==> config.mk <==
export PLATFORM = sky130hd
export DESIGN_NAME = branch_predict_unit
export DESIGN_NICKNAME = d
export VERILOG_FILES = /design/src/rtl/branch_predict_unit.sv
export SDC_FILE = /design/constraint.sdc
export NUM_CORES = 1
export LEC_CHECK = 0
export CAP_MARGIN = 40
export CORE_MARGIN = 10
export CORE_UTILIZATION = 40
export DETAILED_ROUTE_END_ITERATION = 8
export PLACE_DENSITY = 0.65
export SLEW_MARGIN = 10
export SYNTH_ARGS = -nofsm -noshare
export SYNTH_HDL_FRONTEND = slang
export SYNTH_SLANG_ARGS = --single-unit
export TNS_END_PERCENT = 100
==> constraint.sdc <==
create_clock -name clk -period 4.9 [get_ports clk]
set_clock_uncertainty 0.05 [all_clocks]
set_input_delay 0.98 -clock clk [delete_from_list [all_inputs] [get_ports clk]]
set_output_delay 0.98 -clock clk [all_outputs]
set_load 0.01 [all_outputs]
==> src/rtl/branch_predict_unit.sv <==
// Branch unit: EX-stage branch/jump resolution plus an IF-stage direct-mapped
// branch target buffer with 2-bit saturating direction counters and
// saturating performance counters for resolved branches and mispredictions.
module branch_predict_unit #(
    parameter int unsigned PC_W  = 9,
    parameter int unsigned IDX_W = 4,
    parameter int unsigned CNT_W = 16
) (
    input  logic             clk,
    input  logic             reset,
    input  logic             Clear,
    input  logic [PC_W-1:0]  If_PC,
    output logic             Pred_Taken,
    output logic [PC_W-1:0]  Pred_PC,
    input  logic             Ex_Valid,
    input  logic [PC_W-1:0]  Ex_PC,
    input  logic [31:0]      Imm,
    input  logic             Branch,
    input  logic             Jump,
    input  logic             JumpR,
    input  logic [31:0]      AluResult,
    input  logic             Ex_PredTaken,
    input  logic [PC_W-1:0]  Ex_PredPC,
    output logic [31:0]      PC_Imm,
    output logic [31:0]      PC_Four,
    output logic [31:0]      Redirect_PC,
    output logic             Mispredict,
    output logic [CNT_W-1:0] Br_Count,
    output logic [CNT_W-1:0] Mis_Count
);

    localparam int unsigned ENTRIES = 2 ** IDX_W;
    localparam int unsigned TAG_W   = PC_W - IDX_W - 2;

    // Table storage
    logic [ENTRIES-1:0] valid_q;
    logic [TAG_W-1:0]   tag_q    [ENTRIES];
    logic [PC_W-1:0]    target_q [ENTRIES];
    logic [1:0]         ctr_q    [ENTRIES];

    // Lookup side
    logic [IDX_W-1:0]   lk_idx;
    logic [TAG_W-1:0]   lk_tag;
    logic               lk_hit;

    // Resolution side
    logic [31:0]        ex_pc_ext;
    logic               br_taken;
    logic               act_taken;
    logic [31:0]        act_target;

    // Update side
    logic [IDX_W-1:0]   upd_idx;
    logic [TAG_W-1:0]   upd_tag;
    logic               upd_hit;
    logic               upd_en;
    logic               cf_valid;

    // IF-stage lookup: read pre-update contents, predict taken on counter MSB
    always_comb begin
        lk_idx     = If_PC[IDX_W+1:2];
        lk_tag     = If_PC[PC_W-1:IDX_W+2];
        lk_hit     = valid_q[lk_idx] && (tag_q[lk_idx] == lk_tag);
        Pred_Taken = lk_hit && ctr_q[lk_idx][1];
        Pred_PC    = Pred_Taken ? target_q[lk_idx] : If_PC + PC_W'(4);
    end

    // EX-stage resolution: actual direction/target and misprediction detect
    always_comb begin
        ex_pc_ext = 32'(Ex_PC);
        PC_Imm    = ex_pc_ext + Imm;
        PC_Four   = ex_pc_ext + 32'd4;
        br_taken  = Branch && AluResult[0];
        act_taken = Jump || JumpR || br_taken;
        if (br_taken || Jump) begin
            act_target = PC_Imm;
        end else if (JumpR) begin
            act_target = {AluResult[31:1], 1'b0};
        end else begin
            act_target = PC_Four;
        end
        Redirect_PC = act_taken ? act_target : PC_Four;
        Mispredict  = Ex_Valid &&
                      ((act_taken != Ex_PredTaken) ||
                       (act_taken && (Ex_PredPC != act_target[PC_W-1:0])));
    end

    // Update addressing for the EX instruction's entry
    always_comb begin
        upd_idx  = Ex_PC[IDX_W+1:2];
        upd_tag  = Ex_PC[PC_W-1:IDX_W+2];
        upd_hit  = valid_q[upd_idx] && (tag_q[upd_idx] == upd_tag);
        upd_en   = Ex_Valid && (Branch || Jump);
        cf_valid = Ex_Valid && (Branch || Jump || JumpR);
    end

    // Table state: reset/clear invalidate, otherwise train on resolved B/JAL
    always_ff @(posedge clk or negedge reset) begin
        if (!reset) begin
            valid_q <= '0;
            for (int unsigned i = 0; i < ENTRIES; i++) begin
                tag_q[IDX_W'(i)]    <= '0;
                target_q[IDX_W'(i)] <= '0;
                ctr_q[IDX_W'(i)]    <= 2'd1;
            end
        end else if (Clear) begin
            valid_q <= '0;
            for (int unsigned i = 0; i < ENTRIES; i++) begin
                ctr_q[IDX_W'(i)] <= 2'd1;
            end
        end else if (upd_en) begin
            if (upd_hit) begin
                if (act_taken) begin
                    if (ctr_q[upd_idx] != 2'd3) begin
                        ctr_q[upd_idx] <= ctr_q[upd_idx] + 2'd1;
                    end
                    target_q[upd_idx] <= act_target[PC_W-1:0];
                end else if (ctr_q[upd_idx] != 2'd0) begin
                    ctr_q[upd_idx] <= ctr_q[upd_idx] - 2'd1;
                end
            end else if (act_taken) begin
                valid_q[upd_idx]  <= 1'b1;
                tag_q[upd_idx]    <= upd_tag;
                target_q[upd_idx] <= act_target[PC_W-1:0];
                ctr_q[upd_idx]    <= Jump ? 2'd3 : 2'd2;
            end
        end
    end

    // Saturating performance counters, independent of Clear
    always_ff @(posedge clk or negedge reset) begin
        if (!reset) begin
            Br_Count  <= '0;
            Mis_Count <= '0;
        end else begin
            if (cf_valid && (Br_Count != '1)) begin
                Br_Count <= Br_Count + CNT_W'(1);
            end
            if (Mispredict && (Mis_Count != '1)) begin
                Mis_Count <= Mis_Count + CNT_W'(1);
            end
        end
    end

endmodule
### After elaboration in Yosys (flattened, before gate mapping)

Cells that the tools add are included.
W data, S select, Z words.

* register bits: 272
* bits of input ports: 99

* add/subtract/negate cells: 7
* $lt $le $gt $ge: 6
* equal/unequal tests: 9
* multiplexer cells: 48
* bitwise logic cells: 5
* reduce and logical (&&, ||, !) cells: 27

Operators by type and width (count)
* $mux W32: 10
* $bwmux W144: 1
* $bwmux W32: 3
* $mux W16: 4
* $bwmux W48: 1
* $bmux W9 S4: 1
* $demux W9 S4: 1
* $mux W9: 4
* $add A16 B1 Y16 const B: 2
* $add A9 B32 Y32: 1
* $ne A16 B16 Y1 const B: 2
* $bmux W3 S4: 2
* $bmux W2 S4: 2
* $or A16 B16 Y16: 1
* $mux W3: 5
* $demux W3 S4: 1
* $logic_and A1 B1 Y1: 12
* $add A9 B3 Y10 const B: 1
* $ge A5 B5 Y1 const B: 2
* $lt A4 B5 Y1 const B: 2
* $mux W2: 5
* $not A4 Y5: 2
* $add A9 B3 Y9 const B: 1
* $ne A9 B9 Y1: 1
* other kinds (18): 35

### Depth between registers and ports, before layout

Gate-level depths: netlist (run 1).

* depth in word-level cells: 11
* depth in mapped cells: 15

### Least setup slack after synthesis (run 1)

Ideal clock, no wire load.

* path kind: input-to-output
* start: input Ex_PC[0]
* end: output Mispredict
* arrival time: 3.594 ns
* setup slack: 0.276 ns
* stages on the path: 10
* cell sequence: ha_1 > fa_1 > a211o_1 > and2_1 > o31a_2 > xnor2_1 > or4_1 > a211o_1 > nor3_1 > nor2_1

* longest elaborated chain between the ends: 7

Ends and longest elaborated chain
* from (decl): RTL line 16 `input logic [PC_W-1:0] Ex_PC,`
* branches (longest 2 deep; another with $add A9 B32 Y32)
* $mux W32 (*): RTL line 75 `if (br_taken || Jump) begin`
* $ne A9 B9 Y1 (*): RTL line 85 `(act_taken && (Ex_PredPC != act_target[PC_W-1:0])));`
* $logic_and A1 B1 Y1 (*): RTL line 85
* $logic_or A1 B1 Y1 (*): RTL line 84 `((act_taken != Ex_PredTaken) ||`
* $logic_and A1 B1 Y1 (*): RTL line 83 `Mispredict = Ex_Valid &&`
* to (decl): RTL line 27 `output logic Mispredict,`

Mark *: on every way between the ends.

### Worst setup path after layout (run 1)

* start: input If_PC[2]
* end: output Pred_PC[6]

* longest elaborated chain between the ends: 8

Ends and longest elaborated chain
* from (decl): RTL line 12 `input logic [PC_W-1:0] If_PC,`
* $not A4 Y5 (implied by the code): RTL line 63, 64, 65
* $bmux W3 S4: RTL line 63 `lk_hit = valid_q[lk_idx] && (tag_q[lk_idx] == lk_tag);`
* $mux W3 (implied by the code) (2 in series): RTL line 63
* $eq A3 B3 Y1: RTL line 63
* $logic_and A1 B1 Y1: RTL line 63
* $logic_and A1 B1 Y1: RTL line 64 `Pred_Taken = lk_hit && ctr_q[lk_idx][1];`
* $mux W9 (*): RTL line 65 `Pred_PC = Pred_Taken ? target_q[lk_idx] : If_PC + PC_W'(4);`
* to (decl): RTL line 14 `output logic [PC_W-1:0] Pred_PC,`

Mark *: on every way between the ends. The rest lies on a longest branch, timed or not. The select of a mux whose other input is x is not followed.

==> impl_metrics.tcl, run 1 <==
set metrics [dict create \
    holdWs_ns 0.422 \
    hold_start "target_q[120]$_DFFE_PN0P_" \
    status "finished clean" \
    syn_area_sq_um 15300 \
    final_core_util 0.523 \
    drtAntennaViolNets 0 \
    core_sq_um 37800 \
    die_width_um 216 \
    worst_slack_ns 0.112 \
    ios 238 \
    drtPass1Iterations 7 \
    totalWireLength_mm 49.7 \
    period_minus_slack_ns 4.79 \
    hold_viol 0 \
    nets 1875 \
    gp_congestion 0.921 \
    pre_cts_slack_ns -0.834 \
    maxCapViolations 0 \
    clockBufferDepth 3 \
    r2r-start "tag_q[17]$_DFFE_PN0P_" \
    crit_family "multiplexers" \
    synth-edff-count 0 \
    cp_slowest_cell "clkdlybuf4s50_1" \
    ys_ff_latch 272 \
    rsz0062_at_grt "true" \
    cp-startpoint "If_PC[2]" \
    design_area_sq_um 19700 \
    numCtsBuffers 28 \
    h-tree-depth 1 \
    fin_total_pwr_mw 6.77 \
    ys.warnings.count 0 \
    initial_utilization 0.406 \
    clock_sinks 272 \
    syn_area_per_cell_sq_um 10.4 \
    overflow 0 \
    port_buffers 215 \
    die-area_sq_um 46600 \
    vias 12500 \
    slew_headroom 0.275 \
    drc 0 \
    synth_seq_area_share 0.445 \
    drt-wirelength-per-cell_um 21.7 \
    worstPathMaxFanout 15 \
    setup_violations 0 \
    hold_path_class "flip-flop to flip-flop" \
    p_leak_nw 8.74 \
    placed_cell_area_sq_um 18500 \
    cts_tree "yes" \
    path_class "input pin to output port" \
    clk_latency_ns 0.56 \
    synthCells 1481 \
    power.density_nw_per_um2 343 \
    async_flop_share 1.00 \
    startpoint_type "input pin" \
    period_share 0.977 \
    grt_max_degree 139 \
    cts_root_buf "clkbuf_16" \
    crit_buf_inv 3 \
    required_ns 3.87 \
    grt_pass1_vias 12500 \
    ys.flop_type "dfrtp_1" \
    syn_to_final_growth_pct 28.6 \
    path_cells "buf_12, mux4_2, mux4_2, xor2_1, nor4_4, buf_6, nand2_1, o21ai_0, clkdlybuf4s50_1" \
    clk_pin_slew_worst_paths_ns 0.06 \
    viasPerCell 5.46 \
    grt.total_usage 0.206 \
    slowest_delay_ns 0.59 \
    fmax_mhz 209 \
    drt-initial-drc-count 1222 \
    drive_above_1_share 0.235 \
    cp-end-kind "output port" \
    die_h_um 216 \
    worstPathArrival_ns 3.76 \
    ys_types 72 \
    grt_pass1_wl_mm 76.0 \
    slew_violations 0 \
    dpl.hpwl_mm 36.5 \
    num_rows 71 \
    cts_hold_buf 0 \
    antenna_found_initial 4 \
    cp_common_cell "mux4_2" \
    tightest_slew_ns 1.09 \
    worst_ir_drop_vdd_mv 0.293 \
]
==> registers in the layout, summed over array words and instances, names as in the netlist <==
name and cells:
Br_Count 16, Mis_Count 16, ctr_q 32, tag_q 48
target_q 144, valid_q 16
==> cell usage in the layout (no fill, tap or decap), types with 9 or more instances in the layout <==
cell,instances
a21o_1,13
a21oi_1,17
and3_1,28
buf_4,121
clkbuf_16,28
clkbuf_2,12
clkdlybuf4s50_1,154
conb_1,22
dfrtp_1,256
dfstp_2,16
dlygate4sd2_1,22
dlymetal6s2s_1,17
ha_1,12
inv_1,59
mux2_2,57
mux2i_1,26
mux4_2,87
nand2_1,251
nand3_1,57
nand4_1,9
nor2_1,91
nor2_2,11
nor3_1,10
o21ai_0,159
o32ai_2,11
xnor2_1,41
xor2_1,37
==> report_power, final <==
group          internal [mW]  switching (mW)
clock network           1.27           0.930
registers               2.61           0.258
logic                  0.881           0.816
total                   4.77            2.00
==> cell families after synthesis <==
| group | synth area share |
|---|---|
| and+or+nand+nor | 0.146 |
| DFF | 0.445 |
| AOI/OAI and AO/OA | 0.104 |
| buffers and inverters | 0.0536 |
| muxes | 0.188 |
| xor gates and xnor gates | 0.0472 |
| adders and majority gates | 0.0160 |
| other | 0.000245 |
==> tightest hold or removal path: stages (launching register included) <==
cell     delay [ns]
dfrtp_1        0.34
nand2_1        0.05
nand2_1        0.05
==> timing repair <==
item / 4_1_cts / 5_1_grt
setup endpoints to repair: 61 / 39
resized for setup: 65 / 70
pin swaps: 16 / 18
cloned: 0 / 0
buffers inserted: 9 / 4
==> synthesized netlist by cell type (13+ instances only) <==
cell type,instances,area share
xnor2_1,43,0.025
dfstp_2,16,0.027
nor3_1,13,0.0042
nor2_1,93,0.023
and3_1,28,0.011
nand3_1,57,0.019
mux2i_1,27,0.018
a21oi_1,18,0.0059
o21ai_0,159,0.052
buf_4,25,0.012
dfrtp_1,256,0.42
a21o_1,13,0.0064
xor2_1,37,0.021
buf_2,15,0.0049
mux2_2,57,0.042
nand2_1,252,0.062
inv_1,59,0.014
clkbuf_1,66,0.016
ha_1,18,0.015
mux4_2,87,0.13
==> per-stage QoR <==
stage                     setup TNS, ns  cells
final                                 0   2291
after global routing            -0.0581   2291
after CTS                        -0.144   2286
after detailed placement         -18.16   2225
after global placement           -16.12   2225
after floorplan                       0   1502
==> layout make-up <==
| class | count | area, sq um |
|---|---|---|
| Fill cell | 3379 | 18000 |
| Multi-Input combinational cell | 1049 | 7940 |
| Sequential cell | 272 | 6830 |
| Timing Repair Buffer | 346 | 3150 |
| Clock buffer | 36 | 771 |
| Tap cell | 511 | 639 |
| Inverter | 60 | 225 |
| Clock inverter | 16 | 178 |
| Antenna cell | 1 | 2.50 |
==> metal layers <==
| metal | vias up | part of all wire | track usage | wire length, um |
|---|---|---|---|---|
| met5 | - | 0.00060 | 0 | 30 |
| li1 | 5724 | - | - | - |
| met2 | 409 | 0.49 | 0.339 | 24400 |
| met1 | 6308 | 0.42 | 0.275 | 21000 |
| met4 | 6 | 0.024 | 0.0479 | 1170 |
| met3 | 70 | 0.062 | 0.0408 | 3080 |
==> final timing paths <==
check / cells after the start / slack, ns / end
max in group asynchronous: 2 / 3.31 / tag_q[32]$_DFFE_PN0P_
worst min register to register: 2 / 0.42 / target_q[120]$_DFFE_PN0P_
min in group asynchronous: 1 / 0.53 / target_q[81]$_DFFE_PN0P_
worst min-delay path: 2 / 0.42 / target_q[120]$_DFFE_PN0P_
worst max-delay path: 9 / 0.11 / Pred_PC[6]
worst max register to register: 9 / 1.87 / ctr_q[1]$_DFFE_PN0P_
Power figures use the tool's default switching activity.
==> inputs of run 2 (changes only) <==
Settings changed: CORE_MARGIN 10 to 2, CTS_BUF_LIST set to sky130_fd_sc_hd__clkbuf_16, GPL_ROUTABILITY_DRIVEN set to 0.
==> impl_metrics.tcl, run 2 (same netlist as run 1, synthesis figures left out) <==
set metrics [dict create \
    drtPass1Iterations 4 \
    drtAntennaViolNets 0 \
    status "finished clean" \
    power.density_nw_per_um2 346 \
    rsz0062_at_grt "true" \
    antenna_found_initial 1 \
    reg_top3 "target_q (144), tag_q (48), ctr_q (32)" \
    hold_viol 0 \
    maxCapViolations 0 \
    worstPathArrival_ns 3.85 \
    period_minus_slack_ns 4.88 \
    drive_above_1_share 0.241 \
    drt-wirelength-per-cell_um 20.5 \
    grt_pass1_vias 12500 \
    fill_cells 3355 \
    p_leak_nw 8.84 \
    initial_utilization 0.406 \
    drc 0 \
    largest_register "target_q" \
    largest_reg_flops 144 \
    tightest_slew_ns 0.845 \
    worst_ir_drop_vdd_mv 0.327 \
    grt.total_usage 0.235 \
    viasPerCell 5.41 \
    fmax_mhz 205 \
    n_antenna_cell 0 \
    hold_path_class "input pin to async pin" \
    port_buffers 215 \
    required_ns 3.87 \
    core_sq_um 37800 \
    period_share 0.996 \
    final_cells 2306 \
    path_class "input pin to output port" \
    die_h_um 200 \
    numCtsBuffers 29 \
    placedCellCount 2231 \
    drt-initial-drc-count 834 \
    overflow 0 \
    totalWireLength_mm 47.2 \
    clock_sinks 272 \
    cts_root_buf "clkbuf_16" \
    setup_violations 0 \
    dpl.hpwl_mm 34.1 \
    worstPathMaxFanout 2 \
    die_width_um 200 \
    grt_max_degree 100 \
    startpoint_type "input pin" \
    die-area_sq_um 39900 \
    syn_to_final_growth_pct 30.1 \
    cp-end-kind "output port" \
    clk_latency_ns 0.55 \
    cts_tree "yes" \
    layout_commonest_cell "dfrtp_1" \
    grt_pass1_wl_mm 72.1 \
    slew_headroom 0.437 \
    slew_violations 0 \
    clockBufferDepth 3 \
    fin_total_pwr_mw 6.90 \
    num_rows 71 \
    pre_cts_slack_ns -0.871 \
    clk_pin_slew_worst_paths_ns 0.06 \
    cts_hold_buf 0 \
    nets 1890 \
    ios 238 \
    vias 12500 \
    h-tree-depth 1 \
    worst_slack_ns 0.0206 \
    mostFrequentLayoutCells "dfrtp_1 (256), nand2_1 (251), o21ai_0 (159)" \
]
==> run 2: cell count changes in the layout (fill, tap and decap cells not counted), sizes merged <==
cell           delta
buf              +14
clkbuf           -12
clkinv            +4
bufinv            +3
clkdlybuf4s50     +3
inv               +3
clkdlybuf4s15     +2
dlygate4sd2       +2
dlymetal6s2s      -2
clkinvlp          -1
diode             -1
==> run 2: worst paths after layout <==
path,from,to,slack [ns],cells past startpoint
max,Ex_PC[4],Mispredict,0.02,12
min,reset,target_q[46]$_DFFE_PN0P_,0.39,1
max reg2reg,tag_q[17]$_DFFE_PN0P_,ctr_q[29]$_DFFE_PN0P_,1.93,9
min reg2reg,target_q[20]$_DFFE_PN0P_,target_q[20]$_DFFE_PN0P_,0.43,2
max in group asynchronous,reset,target_q[143]$_DFFE_PN0P_,3.44,2
min in group clk,target_q[20]$_DFFE_PN0P_,target_q[20]$_DFFE_PN0P_,0.43,2
==> run 2: what timing repair did <==
item / CTS / global route
resized for setup: 73 / 61
endpoints found under the setup margin: 58 / 45
buffers inserted: 11 / 10
pin swaps: 24 / 15
==> run 2: power by group <==
| group | leakage (nW) | internal, mW | switching [mW] | total (mW) |
|---|---|---|---|---|
| sequential | 3.56 | 2.61 | 0.256 | 2.87 |
| combinational | 4.79 | 0.904 | 0.808 | 1.71 |
| clock | 0.494 | 1.39 | 0.925 | 2.32 |
==> run 2: cell type report <==
| type | count | area (sq um) | area share |
|---|---|---|---|
| multi-input combinational | 1049 | 7990 | 0.400 |
| clock inverter | 25 | 279 | 0.0140 |
| clock buffer | 29 | 726 | 0.0364 |
| timing repair buffer | 360 | 3270 | 0.164 |
| sequential | 272 | 6830 | 0.342 |
| inverter | 60 | 225 | 0.0113 |
| tap | 511 | 639 | 0.0321 |
==> run 2: critical path, stage by stage <==
cell and delay (ns):
clkdlybuf4s50_1 0.58, ha_4 0.25, o21a_1 0.12, and2_4 0.16, o31a_4 0.36, xnor2_2 0.13, or4_4 0.54, a211o_1 0.25
nor3_2 0.16, buf_4 0.16, nor2_4 0.04, buf_6 0.11
==> run 2: metrics by stage <==
step | util | setup TNS [ns] | hold slack [ns] | cell area, sq um
6_report | 0.528 | 0 | 0.389 | 19900
2_1_floorplan | - | 0 | 0.390 | 15400
3_3_place_gp | 0.492 | -17.25 | 0.404 | 18600
3_5_place_dp | 0.492 | -20.30 | 0.412 | 18600
4_1_cts | 0.523 | -0.128 | 0.424 | 19700
5_1_grt | 0.528 | -0.0598 | 0.444 | 19900
==> run 2: layer usage <==
metal | vias up | GRT usage | part of all wire
met4 | 2 | 0.0691 | 0.031
met3 | 83 | 0.0512 | 0.063
li1 | 5739 | - | -
met5 | - | 0 | 0.00028
met1 | 6248 | 0.325 | 0.43
met2 | 396 | 0.372 | 0.48
